[config.mk]
export PLATFORM = sky130hd
export DESIGN_NAME = instr_fetch_unit_flat
export DESIGN_NICKNAME = d
export VERILOG_FILES = /design/src/rtl/instr_fetch_unit_if.sv /design/src/rtl/instr_fetch_unit.sv /design/src/flat_wrapper.sv
export SDC_FILE = /design/constraint.sdc
export NUM_CORES = 1
export LEC_CHECK = 0
export CORE_ASPECT_RATIO = 0.8
export CORE_UTILIZATION = 46
export CTS_BUF_LIST = sky130_fd_sc_hd__clkbuf_2
export CTS_CLUSTER_DIAMETER = 40
export CTS_CLUSTER_SIZE = 8
export DETAILED_ROUTE_END_ITERATION = 12
export MAX_ROUTING_LAYER = met4
export PLACE_DENSITY_LB_ADDON = 0.12
export SYNTH_ARGS = -nofsm -noshare
export SYNTH_HDL_FRONTEND = slang
export SYNTH_SLANG_ARGS = --single-unit
[constraint.sdc]
create_clock -name clk -period 2.4 [get_ports clk]
set_input_delay 0.36 -clock clk [delete_from_list [all_inputs] [get_ports clk]]
set_output_delay 0.36 -clock clk [all_outputs]
set_load 0.02 [all_outputs]
[src/rtl/instr_fetch_unit_if.sv]
// instr_fetch_unit_if: bundles the instruction-memory read port, the branch
// redirect strobe and the decoder-facing valid/ready port of the fetch stage.
// master = fetch unit side, slave = memory/decoder/branch side.
interface instr_fetch_unit_if #(
   parameter int PC_WIDTH = 8
);
   // instruction memory read port
   logic                imem_req;
   logic [PC_WIDTH-1:0] imem_addr;
   logic                imem_ack;
   logic [15:0]         imem_rdata;

   // redirect strobe from the execute side
   logic                branch_en;
   logic [PC_WIDTH-1:0] branch_target;

   // decoder port
   logic [15:0]         instr;
   logic [PC_WIDTH-1:0] instr_pc;
   logic                instr_valid;
   logic                instr_ready;

   modport master (
      output imem_req,
      output imem_addr,
      input  imem_ack,
      input  imem_rdata,
      input  branch_en,
      input  branch_target,
      output instr,
      output instr_pc,
      output instr_valid,
      input  instr_ready
   );

   modport slave (
      input  imem_req,
      input  imem_addr,
      output imem_ack,
      output imem_rdata,
      output branch_en,
      output branch_target,
      input  instr,
      input  instr_pc,
      input  instr_valid,
      output instr_ready
   );
endinterface

[src/rtl/instr_fetch_unit.sv]
// instr_fetch_unit: fetch stage of the 16-bit CPU. Owns the PC, issues one
// outstanding word read at a time, buffers returned words in a small FIFO and
// hands them to the decoder over valid/ready. Branch redirects flush the FIFO
// and discard any read that is still in flight.
// Optional feature: define FETCH_COUNT_EN to add the 16-bit fetch_count output
// (number of words accepted by the decoder, wrapping).
module instr_fetch_unit #(
   parameter int                   PC_WIDTH   = 8,
   parameter int                   FIFO_DEPTH = 2,
   parameter logic [PC_WIDTH-1:0]  RESET_PC   = '0
) (
   input  logic                 clk,
   input  logic                 rst,
   instr_fetch_unit_if.master   bus
`ifdef FETCH_COUNT_EN
   ,
   output logic [15:0]          fetch_count
`endif
);

   typedef enum logic [1:0] {
      ST_IDLE = 2'd0,
      ST_WAIT = 2'd1,
      ST_DROP = 2'd2
   } state_t;

   localparam int                  PW      = $clog2(FIFO_DEPTH);
   localparam int                  CW      = PW + 1;
   localparam logic [CW-1:0]       DEPTH_C = CW'(FIFO_DEPTH);
   localparam logic [PC_WIDTH-1:0] PC_ONE  = PC_WIDTH'(1);

   // FSM and fetch address state
   state_t              r_state;
   state_t              w_state_nxt;
   logic [PC_WIDTH-1:0] r_pc;
   logic [PC_WIDTH-1:0] w_pc_nxt;
   logic [PC_WIDTH-1:0] r_addr;
   logic [PC_WIDTH-1:0] w_addr_nxt;
   logic                r_req;

   // prefetch FIFO
   logic [15:0]         r_mem_data [FIFO_DEPTH];
   logic [PC_WIDTH-1:0] r_mem_pc   [FIFO_DEPTH];
   logic [PW-1:0]       r_wr_ptr;
   logic [PW-1:0]       r_rd_ptr;
   logic [CW-1:0]       r_count;
   logic [CW-1:0]       w_count_nxt;

   // per-edge events
   logic                w_ack;
   logic                w_pop;
   logic                w_push;
   logic                w_space;

   // An ack is only meaningful while our request is actually up.
   assign w_ack = bus.imem_ack && r_req;
   assign w_pop = (r_count != '0) && bus.instr_ready;

   // FIFO occupancy after this edge, and whether one more word would still fit.
   always_comb begin
      w_push      = (r_state == ST_WAIT) && w_ack && !bus.branch_en;
      w_count_nxt = r_count;
      if (bus.branch_en) begin
         w_count_nxt = '0;
      end else begin
         w_count_nxt = r_count + CW'(w_push) - CW'(w_pop);
      end
      w_space = (w_count_nxt < DEPTH_C);
   end

   // Next-state / next-address logic; r_pc always holds the next address to
   // request, r_addr the address of the request currently (or last) on the bus.
   always_comb begin
      w_state_nxt = r_state;
      w_pc_nxt    = r_pc;
      w_addr_nxt  = r_addr;
      case (r_state)
         ST_IDLE: begin
            if (bus.branch_en) begin
               w_state_nxt = ST_WAIT;
               w_addr_nxt  = bus.branch_target;
               w_pc_nxt    = bus.branch_target + PC_ONE;
            end else if (w_space) begin
               w_state_nxt = ST_WAIT;
               w_addr_nxt  = r_pc;
               w_pc_nxt    = r_pc + PC_ONE;
            end
         end
         ST_WAIT: begin
            if (w_ack) begin
               if (bus.branch_en) begin
                  // returning word belongs to the old path; refetch at target
                  w_state_nxt = ST_WAIT;
                  w_addr_nxt  = bus.branch_target;
                  w_pc_nxt    = bus.branch_target + PC_ONE;
               end else if (w_space) begin
                  w_state_nxt = ST_WAIT;
                  w_addr_nxt  = r_pc;
                  w_pc_nxt    = r_pc + PC_ONE;
               end else begin
                  w_state_nxt = ST_IDLE;
               end
            end else if (bus.branch_en) begin
               // request must complete on the old address before retargeting
               w_state_nxt = ST_DROP;
               w_pc_nxt    = bus.branch_target;
            end
         end
         ST_DROP: begin
            if (w_ack) begin
               w_state_nxt = ST_WAIT;
               if (bus.branch_en) begin
                  w_addr_nxt = bus.branch_target;
                  w_pc_nxt   = bus.branch_target + PC_ONE;
               end else begin
                  w_addr_nxt = r_pc;
                  w_pc_nxt   = r_pc + PC_ONE;
               end
            end else if (bus.branch_en) begin
               w_pc_nxt = bus.branch_target;
            end
         end
         default: begin
            w_state_nxt = ST_IDLE;
         end
      endcase
   end

   // FSM state register.
   always_ff @(posedge clk or posedge rst) begin
      if (rst) begin
         r_state <= ST_IDLE;
      end else begin
         r_state <= w_state_nxt;
      end
   end

   // PC, request address and registered request strobe.
   always_ff @(posedge clk or posedge rst) begin
      if (rst) begin
         r_pc   <= RESET_PC;
         r_addr <= RESET_PC;
         r_req  <= 1'b0;
      end else begin
         r_pc   <= w_pc_nxt;
         r_addr <= w_addr_nxt;
         r_req  <= (w_state_nxt != ST_IDLE);
      end
   end

   // FIFO pointers and occupancy; a redirect empties the buffer.
   always_ff @(posedge clk or posedge rst) begin
      if (rst) begin
         r_wr_ptr <= '0;
         r_rd_ptr <= '0;
         r_count  <= '0;
      end else begin
         r_count <= w_count_nxt;
         if (bus.branch_en) begin
            r_wr_ptr <= '0;
            r_rd_ptr <= '0;
         end else begin
            if (w_push) begin
               r_wr_ptr <= r_wr_ptr + PW'(1);
            end
            if (w_pop) begin
               r_rd_ptr <= r_rd_ptr + PW'(1);
            end
         end
      end
   end

   // FIFO storage; cleared on reset so instr/instr_pc read zero out of reset.
   always_ff @(posedge clk or posedge rst) begin
      if (rst) begin
         for (int i = 0; i < FIFO_DEPTH; i++) begin
            r_mem_data[i] <= '0;
            r_mem_pc[i]   <= '0;
         end
      end else if (w_push) begin
         r_mem_data[r_wr_ptr] <= bus.imem_rdata;
         r_mem_pc[r_wr_ptr]   <= r_addr;
      end
   end

`ifdef FETCH_COUNT_EN
   logic [15:0] r_fetch_count;

   // Count decoder pops, including a pop on a redirect edge.
   always_ff @(posedge clk or posedge rst) begin
      if (rst) begin
         r_fetch_count <= '0;
      end else if (w_pop) begin
         r_fetch_count <= r_fetch_count + 16'd1;
      end
   end

   assign fetch_count = r_fetch_count;
`endif

   assign bus.imem_req    = r_req;
   assign bus.imem_addr   = r_addr;
   assign bus.instr       = r_mem_data[r_rd_ptr];
   assign bus.instr_pc    = r_mem_pc[r_rd_ptr];
   assign bus.instr_valid = (r_count != '0);

endmodule
[src/flat_wrapper.sv]
// flat-port wrapper written by rule: the top's interface ports become plain ports
module instr_fetch_unit_flat 
#(
   parameter int                   PC_WIDTH   = 8,
   parameter int                   FIFO_DEPTH = 2,
   parameter logic [PC_WIDTH-1:0]  RESET_PC   = '0
)
  (clk, rst, bus_imem_req, bus_imem_addr, bus_imem_ack, bus_imem_rdata, bus_branch_en, bus_branch_target, bus_instr, bus_instr_pc, bus_instr_valid, bus_instr_ready);
  instr_fetch_unit_if #(.PC_WIDTH(PC_WIDTH)) bus_i ();
  input  logic clk;
  input  logic rst;
  output wire logic [$bits(bus_i.imem_req)-1:0] bus_imem_req;
  output wire logic [$bits(bus_i.imem_addr)-1:0] bus_imem_addr;
  input wire logic [$bits(bus_i.imem_ack)-1:0] bus_imem_ack;
  input wire logic [$bits(bus_i.imem_rdata)-1:0] bus_imem_rdata;
  input wire logic [$bits(bus_i.branch_en)-1:0] bus_branch_en;
  input wire logic [$bits(bus_i.branch_target)-1:0] bus_branch_target;
  output wire logic [$bits(bus_i.instr)-1:0] bus_instr;
  output wire logic [$bits(bus_i.instr_pc)-1:0] bus_instr_pc;
  output wire logic [$bits(bus_i.instr_valid)-1:0] bus_instr_valid;
  input wire logic [$bits(bus_i.instr_ready)-1:0] bus_instr_ready;
  assign bus_imem_req = bus_i.imem_req;
  assign bus_imem_addr = bus_i.imem_addr;
  assign bus_i.imem_ack = bus_imem_ack;
  assign bus_i.imem_rdata = bus_imem_rdata;
  assign bus_i.branch_en = bus_branch_en;
  assign bus_i.branch_target = bus_branch_target;
  assign bus_instr = bus_i.instr;
  assign bus_instr_pc = bus_i.instr_pc;
  assign bus_instr_valid = bus_i.instr_valid;
  assign bus_i.instr_ready = bus_instr_ready;
  instr_fetch_unit #(.PC_WIDTH(PC_WIDTH), .FIFO_DEPTH(FIFO_DEPTH), .RESET_PC(RESET_PC)) u_core (.clk(clk), .rst(rst), .bus(bus_i));
endmodule
==> metrics.md, run 1 <==
| Metric | Value |
|---|---|
| Status | `finished clean` |
| Vias/cell | `5.579` |
| Simple-gate share of the synthesized area | `10.64%` |
| Initial Utilization | `47.81%` |
| RSZ-0062 raised after global routing | `yes` |
| Max cap viols | `0` |
| TritonCTS clock tree | `done` |
| Actual slew at the worst max-slew pin | `0.6314 ns` |
| Crit path max fanout | `6` |
| Total nets after synthesis | `408` |
| Worst vdd ir | `0.6612 mV` |
| H-tree levels | `3` |
| Cts bufs inserted | `9` |
| CTS Buffer Depth | `2` |
| Max layer used | `met4` |
| CP startpoint kind | `register` |
| Post-synthesis compound-gate area fraction | `12.51%` |
| Largest family of logic cells by synthesized area | `multiplexers` |
| Design Area, Final | `5132 sq um` |
| Arrival time worst endpoint | `2.74 ns` |
| Tcrit/Tclk final | `96.71%` |
| Area growth from synthesis to layout | `25.44%` |
| Skew final | `0.03779 ns` |
| DR DRC count | `0` |
| Post-Synth Adder-Cell Area | `2.446%` |
| Pleak | `2.284 nW` |
| Synthesized area per cell | `11.03 sq um` |
| First-pass GRT wire length | `15770 um` |
| Core Area | `8558 sq um` |
| Via count | `3180` |
| Non-Filler Instances | `570` |
| Worst R2R Path Depth | `10` |
| Top-count cell post-synth | `mux2_2` |
| Die width | `107.4 um` |
| Final core occ | `59.97%` |
| Post-synthesis mux area share | `22.32%` |
| Synth top area cells | `dfrtp_1, mux2_2, o21ai_0, ha_1, nand2_1` |
| Initial drt markers | `211` |
| Final net count | `490` |
| Routability cong. | `0.9397` |
| CP Capture Type | `register` |
| Vias in the first global route | `3082` |
| Largest net degree at the start of global routing | `37` |
| Final Hold Fails | `0` |
| WHS | `0.2102 ns` |
| Setup WS pre-CTS | `-0.2792 ns` |
| Yosys Warn Count | `0` |
| Tmin final | `2.321 ns` |
| Skew-Pair Late Insertion Delay | `0.51 ns` |
| Initial antenna violation count | `0` |
| Final setup viols | `0` |
| Antenna Violating Nets Remaining | `0` |
| Ys flop type | `dfrtp_1` |
| Port bufs | `62` |
| Worst flop-to-flop path startpoint | `u_core.r_count[1]$_DFF_PP0_` |
| Reg2Reg Capture Point | `u_core.r_pc[1]$_DFFE_PP0N_` |
| Number of library cell types mapped by synthesis | `59` |
| Hold Path Class | `in -> async` |
| Critical path class | `reg -> reg` |
| Fill count | `735` |
| Setup repair bufs after CTS | `0` |
| Placed Instances | `554` |
| Post-synth EDFFs | `0` |
| Gate Count Post-Synth | `371` |
| DP HPWL | `6900 um` |
| Met2 wire length | `4341 um` |
| Normalized max-slew margin | `57.84%` |
| Root Buffer | `clkbuf_2` |
| Maximum clock rate | `0.4308 GHz` |
| Clock input transition at the sequential cells of the worst setup and hold paths | `0.23 ns` |
| Top post-synthesis cells by count | `mux2_2, dfrtp_1, o21ai_0` |
| Switching power | `2.929 mW` |
| Met3 wire length | `667 um` |
| Layout cells sized above 1 | `31.22%` |
| Share of the synthesized area in the top cell type | `43.43%` |
| All-Layer GR Usage | `22.97%` |
| Critical Path RT | `2.82 ns` |
| Total gr overflow | `0` |
| Setup ws final | `0.07893 ns` |
| Post-DR wirelength/cell | `16.83 um` |
| Placed cell area | `5030 sq um` |
| P_int | `3.941 mW` |
| Post-synthesis sequential area ratio | `43.43%` |
| Clock share of power | `10.2%` |
| Synth area leader | `dfrtp_1` |
| R2r setup slk | `0.08 ns` |
| # rows | `30` |
| Max-slew violation count | `0` |
| Boundary Pins | `63` |
| Sw Ratio | `42.64%` |
| Syn Std Cell Area | `4091 sq um` |
| Pre-Repair DR Iteration Count | `5` |
| Sink Count | `71` |
| Comb pwr share | `58.8%` |
| DRT met1 WL | `4517 um` |
| Routed WL | `9592 um` |
| XOR/XNOR share of the synthesized area | `3.180%` |
| Area of the die | `9278 sq um` |
| PD cells | `1339 nW/um^2` |
| FF+latch count, synth | `71` |
| Antenna cells | `0` |
| Ys async rst share | `100.0%` |
| Flop pwr share | `31.1%` |
| Chip Height | `86.36 um` |
[timing repair]
| item | in CTS | in global routing |
|---|---|---|
| gates cloned | 0 | 0 |
| gates resized for setup | 27 | 1 |
| pin swaps | 1 | 0 |
| hold buffers | 0 | 0 |
| endpoints found under the setup margin | 23 | 4 |
[routing by layer]
layer	GRT usage, %	vias up
met2	33.78	106
met1	30.76	1544
li1	-	1526
met4	7.597	0
met5	-	-
met3	6.316	4
[power by group through the flow]
stage | Sequential (mW) | Clock, mW | Combinational, mW
6_report | 2.13 | 0.699 | 4.04
5_1_grt | 2.21 | 0.774 | 4.37
4_1_cts | 2.13 | 0.731 | 4.04
3_5_place_dp | 2.16 | 0 | 4.20
3_3_place_gp | 2.13 | 0 | 4.16
2_1_floorplan | 2.08 | 0 | 2.70
[layout by cell type (no fill, tap or decap), types with 2 or more instances in the layout]
cell / instances
a31oi_1: 10
nand4_1: 5
ha_4: 2
mux2_1: 2
ha_1: 6
xor2_1: 5
clkinv_2: 2
nor3_1: 4
xnor2_1: 4
o22ai_1: 3
nand3_1: 11
dlygate4sd2_1: 24
dfrtp_1: 71
inv_2: 3
o21ai_0: 26
nor2_1: 12
clkbuf_2: 9
nand2_1: 25
and4_1: 3
inv_1: 9
o31ai_1: 3
a21boi_0: 2
o211ai_1: 5
buf_12: 4
a21oi_1: 11
clkdlybuf4s50_1: 38
or3_1: 4
buf_4: 30
a22o_1: 2
nor2b_1: 3
mux2i_1: 8
clkinvlp_4: 3
mux2_2: 72
a2111oi_0: 2
[flip-flops by register name, summed over array words and instances (netlist names)]
register and flops:
u_core.bus.imem_req 1, u_core.r_wr_ptr 1, u_core.bus.imem_addr 8, u_core.r_rd_ptr 1, u_core.r_count 2, u_core.r_mem_data 32
u_core.r_pc 8, u_core.r_state 2, u_core.r_mem_pc 16
[area by class of cell]
cell class | instances | area (sq um) | share of cell area [%]
Tap cell | 112 | 140.1 | 2.730
Clock buffer | 9 | 45.04 | 0.8776
Clock inverter | 7 | 71.32 | 1.390
Inverter | 12 | 45.04 | 0.8776
Sequential cell | 71 | 1777 | 34.62
Timing Repair Buffer | 98 | 922.1 | 17.97
Multi-Input combinational cell | 261 | 2132 | 41.54
[cell families (layout without fill, tap and decap cells)]
kind of cell             Yosys count  in the layout
XOR/XNOR                          11             11
AO/OA/AOI/OAI                     80             80
flip-flops                        71             71
buffers and inverters             39            126
adder cells (fa/ha/maj)            8              8
AND/OR/NAND/NOR                   80             80
multiplexers                      82             82
[metrics by stage]
stage / TNS, ns / power [mW]
final: 0 / 6.870
after global routing: -0.03193 / 7.358
after CTS: 0 / 6.906
after detailed placement: -3.099 / 6.360
after global placement: -2.485 / 6.291
after floorplan: -0.1241 / 4.781
[worst max path at each step]
stage                                 from                       endpoint  slack (ns)  cells past startpoint
3_3_place_gp               bus_instr_ready     u_core.r_pc[1]$_DFFE_PP0N_       -0.23                     10
3_5_place_dp               bus_instr_ready     u_core.r_pc[0]$_DFFE_PP0N_       -0.28                     11
4_1_cts        u_core.r_count[1]$_DFF_PP0_  u_core.bus.imem_req$_DFF_PP0_        0.07                     10
2_1_floorplan  u_core.r_count[1]$_DFF_PP0_     u_core.r_pc[1]$_DFFE_PP0N_        -0.1                     10
6_report       u_core.r_count[1]$_DFF_PP0_     u_core.r_pc[1]$_DFFE_PP0N_        0.08                     10
5_1_grt        u_core.r_count[1]$_DFF_PP0_     u_core.r_pc[6]$_DFFE_PP0N_       -0.02                     11
[critical path, cell delays in order, from the launching register on]
cell     delay (ns)
dfrtp_1        0.42
or2_4          0.25
and2_4         0.15
ha_4           0.23
inv_2          0.06
ha_4           0.12
xor3_2         0.30
nand2_4        0.13
a21oi_2        0.04
a311o_1        0.27
a221o_1        0.31
Note: power is estimated with default switching activity, not from simulation.
==> inputs of run 2 (changes only) <==
Settings changed: MAX_ROUTING_LAYER met4 to default.
==> run 2 against run 1 <==
Compared with the run above:
- count of clock-buffer cells in the layout did not move
- power increased by 1.1%
- worst setup slack got worse by 0.037 ns
- worst hold slack worse by 0.059 ns
- clock power decreased by 2%
- largest cell class unchanged
==> metrics.md, run 2 (synthesized netlist as in run 1, its figures left out) <==
| Metric | Value |
|---|---|
| Footprint of the multi-input gates | `2135 sq um` |
| Critical path's largest stage delay | `0.42 ns` |
| Regs by FF count | `u_core.r_mem_data: 32 flops, u_core.r_mem_pc: 16 flops` |
| Status | `finished clean` |
| Layout cells sized above 1 | `30.79%` |
| Skew-Pair Late Insertion Delay | `0.49 ns` |
| Switching power | `2.949 mW` |
| Overall power | `6.948 mW` |
| Pleak | `2.361 nW` |
| # rows | `30` |
| TritonCTS clock tree | `done` |
| Critical path class | `reg -> reg` |
| Commonest non-fill, non-tap cell in the layout | `mux2_2` |
| Vias in the first global route | `3205` |
| Number of flip-flops in the largest register | `32` |
| RSZ-0062 raised after global routing | `yes` |
| Critical Path RT | `2.80 ns` |
| Largest register by flop count | `u_core.r_mem_data` |
| Top delay family on crit path | `compound AO/OA/AOI/OAI gates` |
| Sw Ratio | `42.44%` |
| Tcrit/Tclk final | `98.26%` |
| DP HPWL | `7089 um` |
| All-Layer GR Usage | `22.60%` |
| First-pass GRT wire length | `16210 um` |
| Largest net degree at the start of global routing | `37` |
| Final Hold Fails | `0` |
| Commonest cells after routing, fill and taps aside | `mux2_2, dfrtp_1, clkdlybuf4s50_1, buf_4, o21ai_0` |
| Area growth from synthesis to layout | `26.24%` |
| Die width | `107.4 um` |
| Normalized max-slew margin | `66.95%` |
| Placed cell area | `5030 sq um` |
| CP Capture Type | `register` |
| Total gr overflow | `0` |
| CP max-delay cell | `dfrtp_1` |
| Post-DR wirelength/cell | `17.26 um` |
| CTS Buffer Depth | `2` |
| DR DRC count | `0` |
| Core Area | `8558 sq um` |
| Design Area, Final | `5165 sq um` |
| Clock input transition at the sequential cells of the worst setup and hold paths | `0.21 ns` |
| Boundary Pins | `63` |
| Register area | `1777 sq um` |
| PD cells | `1345 nW/um^2` |
| Final net count | `490` |
| CP Buf/Inv Count | `1` |
| Area of the die | `9278 sq um` |
| Root Buffer | `clkbuf_2` |
| Initial drt markers | `141` |
| Initial antenna violation count | `0` |
| Final setup viols | `0` |
| CP startpoint kind | `register` |
| Sink Count | `71` |
| Worst vdd ir | `0.6794 mV` |
| Antenna cells | `0` |
| WHS | `0.1512 ns` |
| Chip Height | `86.36 um` |
| Comb pwr share | `59.4%` |
| Cts bufs inserted | `9` |
| Clock share of power | `9.8%` |
| Skew final | `0.02344 ns` |
| Max-slew violation count | `0` |
| Flop pwr share | `30.8%` |
| Routability cong. | `0.9538` |
| Crit-path most repeated cell | `ha_4` |
| Fill count | `757` |
| Via count | `3220` |
| Hold Path Class | `in -> async` |
| Worst path cell trace | `or2_4, and2_4, ha_4, inv_2, ha_4, xor3_2, nand2_4, a21oi_2, a311o_1, a221o_1` |
| Port bufs | `62` |
| Setup repair bufs after CTS | `0` |
| Maximum clock rate | `0.4240 GHz` |
| Max cap viols | `0` |
| H-tree levels | `3` |
| Hold_buf cts | `0` |
| Tmin final | `2.358 ns` |
| Crit path max fanout | `6` |
| Vias/cell | `5.649` |
| P_int | `4.000 mW` |
| Routed WL | `9841 um` |
| Pre-Repair DR Iteration Count | `4` |
| Initial Utilization | `47.81%` |
| Arrival time worst endpoint | `2.76 ns` |
| Antenna Violating Nets Remaining | `0` |
| Actual slew at the worst max-slew pin | `0.4957 ns` |
[run 2: changes by cell type in the layout (fill, tap and decap cells not counted), sizes merged]
cell and change:
clkinv +1, dlymetal6s2s +8, dlygate4sd2 -8, clkinvlp -1
[run 2: worst register-to-register path, delay by kind of cell (launching register included)]
family,cells,cell delay [ns]
simple gates,3,0.53
compound gates,3,0.63
buf+inv,1,0.03
flops,1,0.42
fa+ha+maj,2,0.40
xor+xnor,1,0.27
[run 2: layout make-up]
| type | instances | area share, % |
|---|---|---|
| Multi-Input combinational cell | 261 | 41.33 |
| Tap cell | 112 | 2.713 |
| Clock inverter | 7 | 1.381 |
| Sequential cell | 71 | 34.40 |
| Clock buffer | 9 | 0.8721 |
| Inverter | 12 | 0.8721 |
| Timing Repair Buffer | 98 | 18.44 |
[run 2: timing repair]
action                                  CTS  global route
pin swaps                                 1             0
endpoints found under the setup margin   26            12
resized for setup                        18            10
[run 2: through the flow]
| step | setup slack [ns] | setup TNS (ns) | utilization (%) | std cells |
|---|---|---|---|---|
| final | 0.04170 | 0 | 60.35 | 570 |
| after global routing | -0.1037 | -0.1774 | 60.35 | 570 |
| after CTS | 0.001549 | 0 | 59.99 | 570 |
| after detailed placement | -0.2957 | -3.023 | 58.77 | 554 |
| after global placement | -0.2242 | -2.457 | 58.77 | 554 |
| after floorplan | -0.09591 | -0.1241 | - | 371 |
[run 2: final timing paths]
check,slack [ns],start,endpoint,cells past startpoint
max,0.04,u_core.r_count[1]$_DFF_PP0_,u_core.r_pc[1]$_DFFE_PP0N_,10
min,0.15,rst,u_core.r_mem_data[30]$_DFFE_PP0P_,2
max reg2reg,0.04,u_core.r_count[1]$_DFF_PP0_,u_core.r_pc[1]$_DFFE_PP0N_,10
min reg2reg,0.52,u_core.r_mem_pc[10]$_DFFE_PP0P_,u_core.r_mem_pc[10]$_DFFE_PP0P_,1
max in group asynchronous,1.69,rst,u_core.r_mem_data[5]$_DFFE_PP0P_,3
min in group clk,0.48,bus_imem_rdata[14],u_core.r_mem_data[30]$_DFFE_PP0P_,2
[run 2: power by group through the flow]
stage | clock (mW) | sequential [mW] | combinational [mW]
2_1_floorplan | 0 | 2.08 | 2.70
3_3_place_gp | 0 | 2.13 | 4.17
3_5_place_dp | 0 | 2.16 | 4.20
4_1_cts | 0.705 | 2.14 | 4.11
5_1_grt | 0.749 | 2.22 | 4.46
6_report | 0.683 | 2.14 | 4.13
[run 2: layer usage]
metal	share of wire, %	GRT usage, %
met1	47	32.98
met2	46	34.37
met3	5.6	4.286
met4	0.65	6.476
met5	0	0
==> inputs of run 3 (changes only) <==
Settings changed: CTS_CLUSTER_SIZE 8 to default, SLEW_MARGIN from default to 20.
==> results of run 3 <==
Final layout, timing and power as in run 2 (identical DEF).
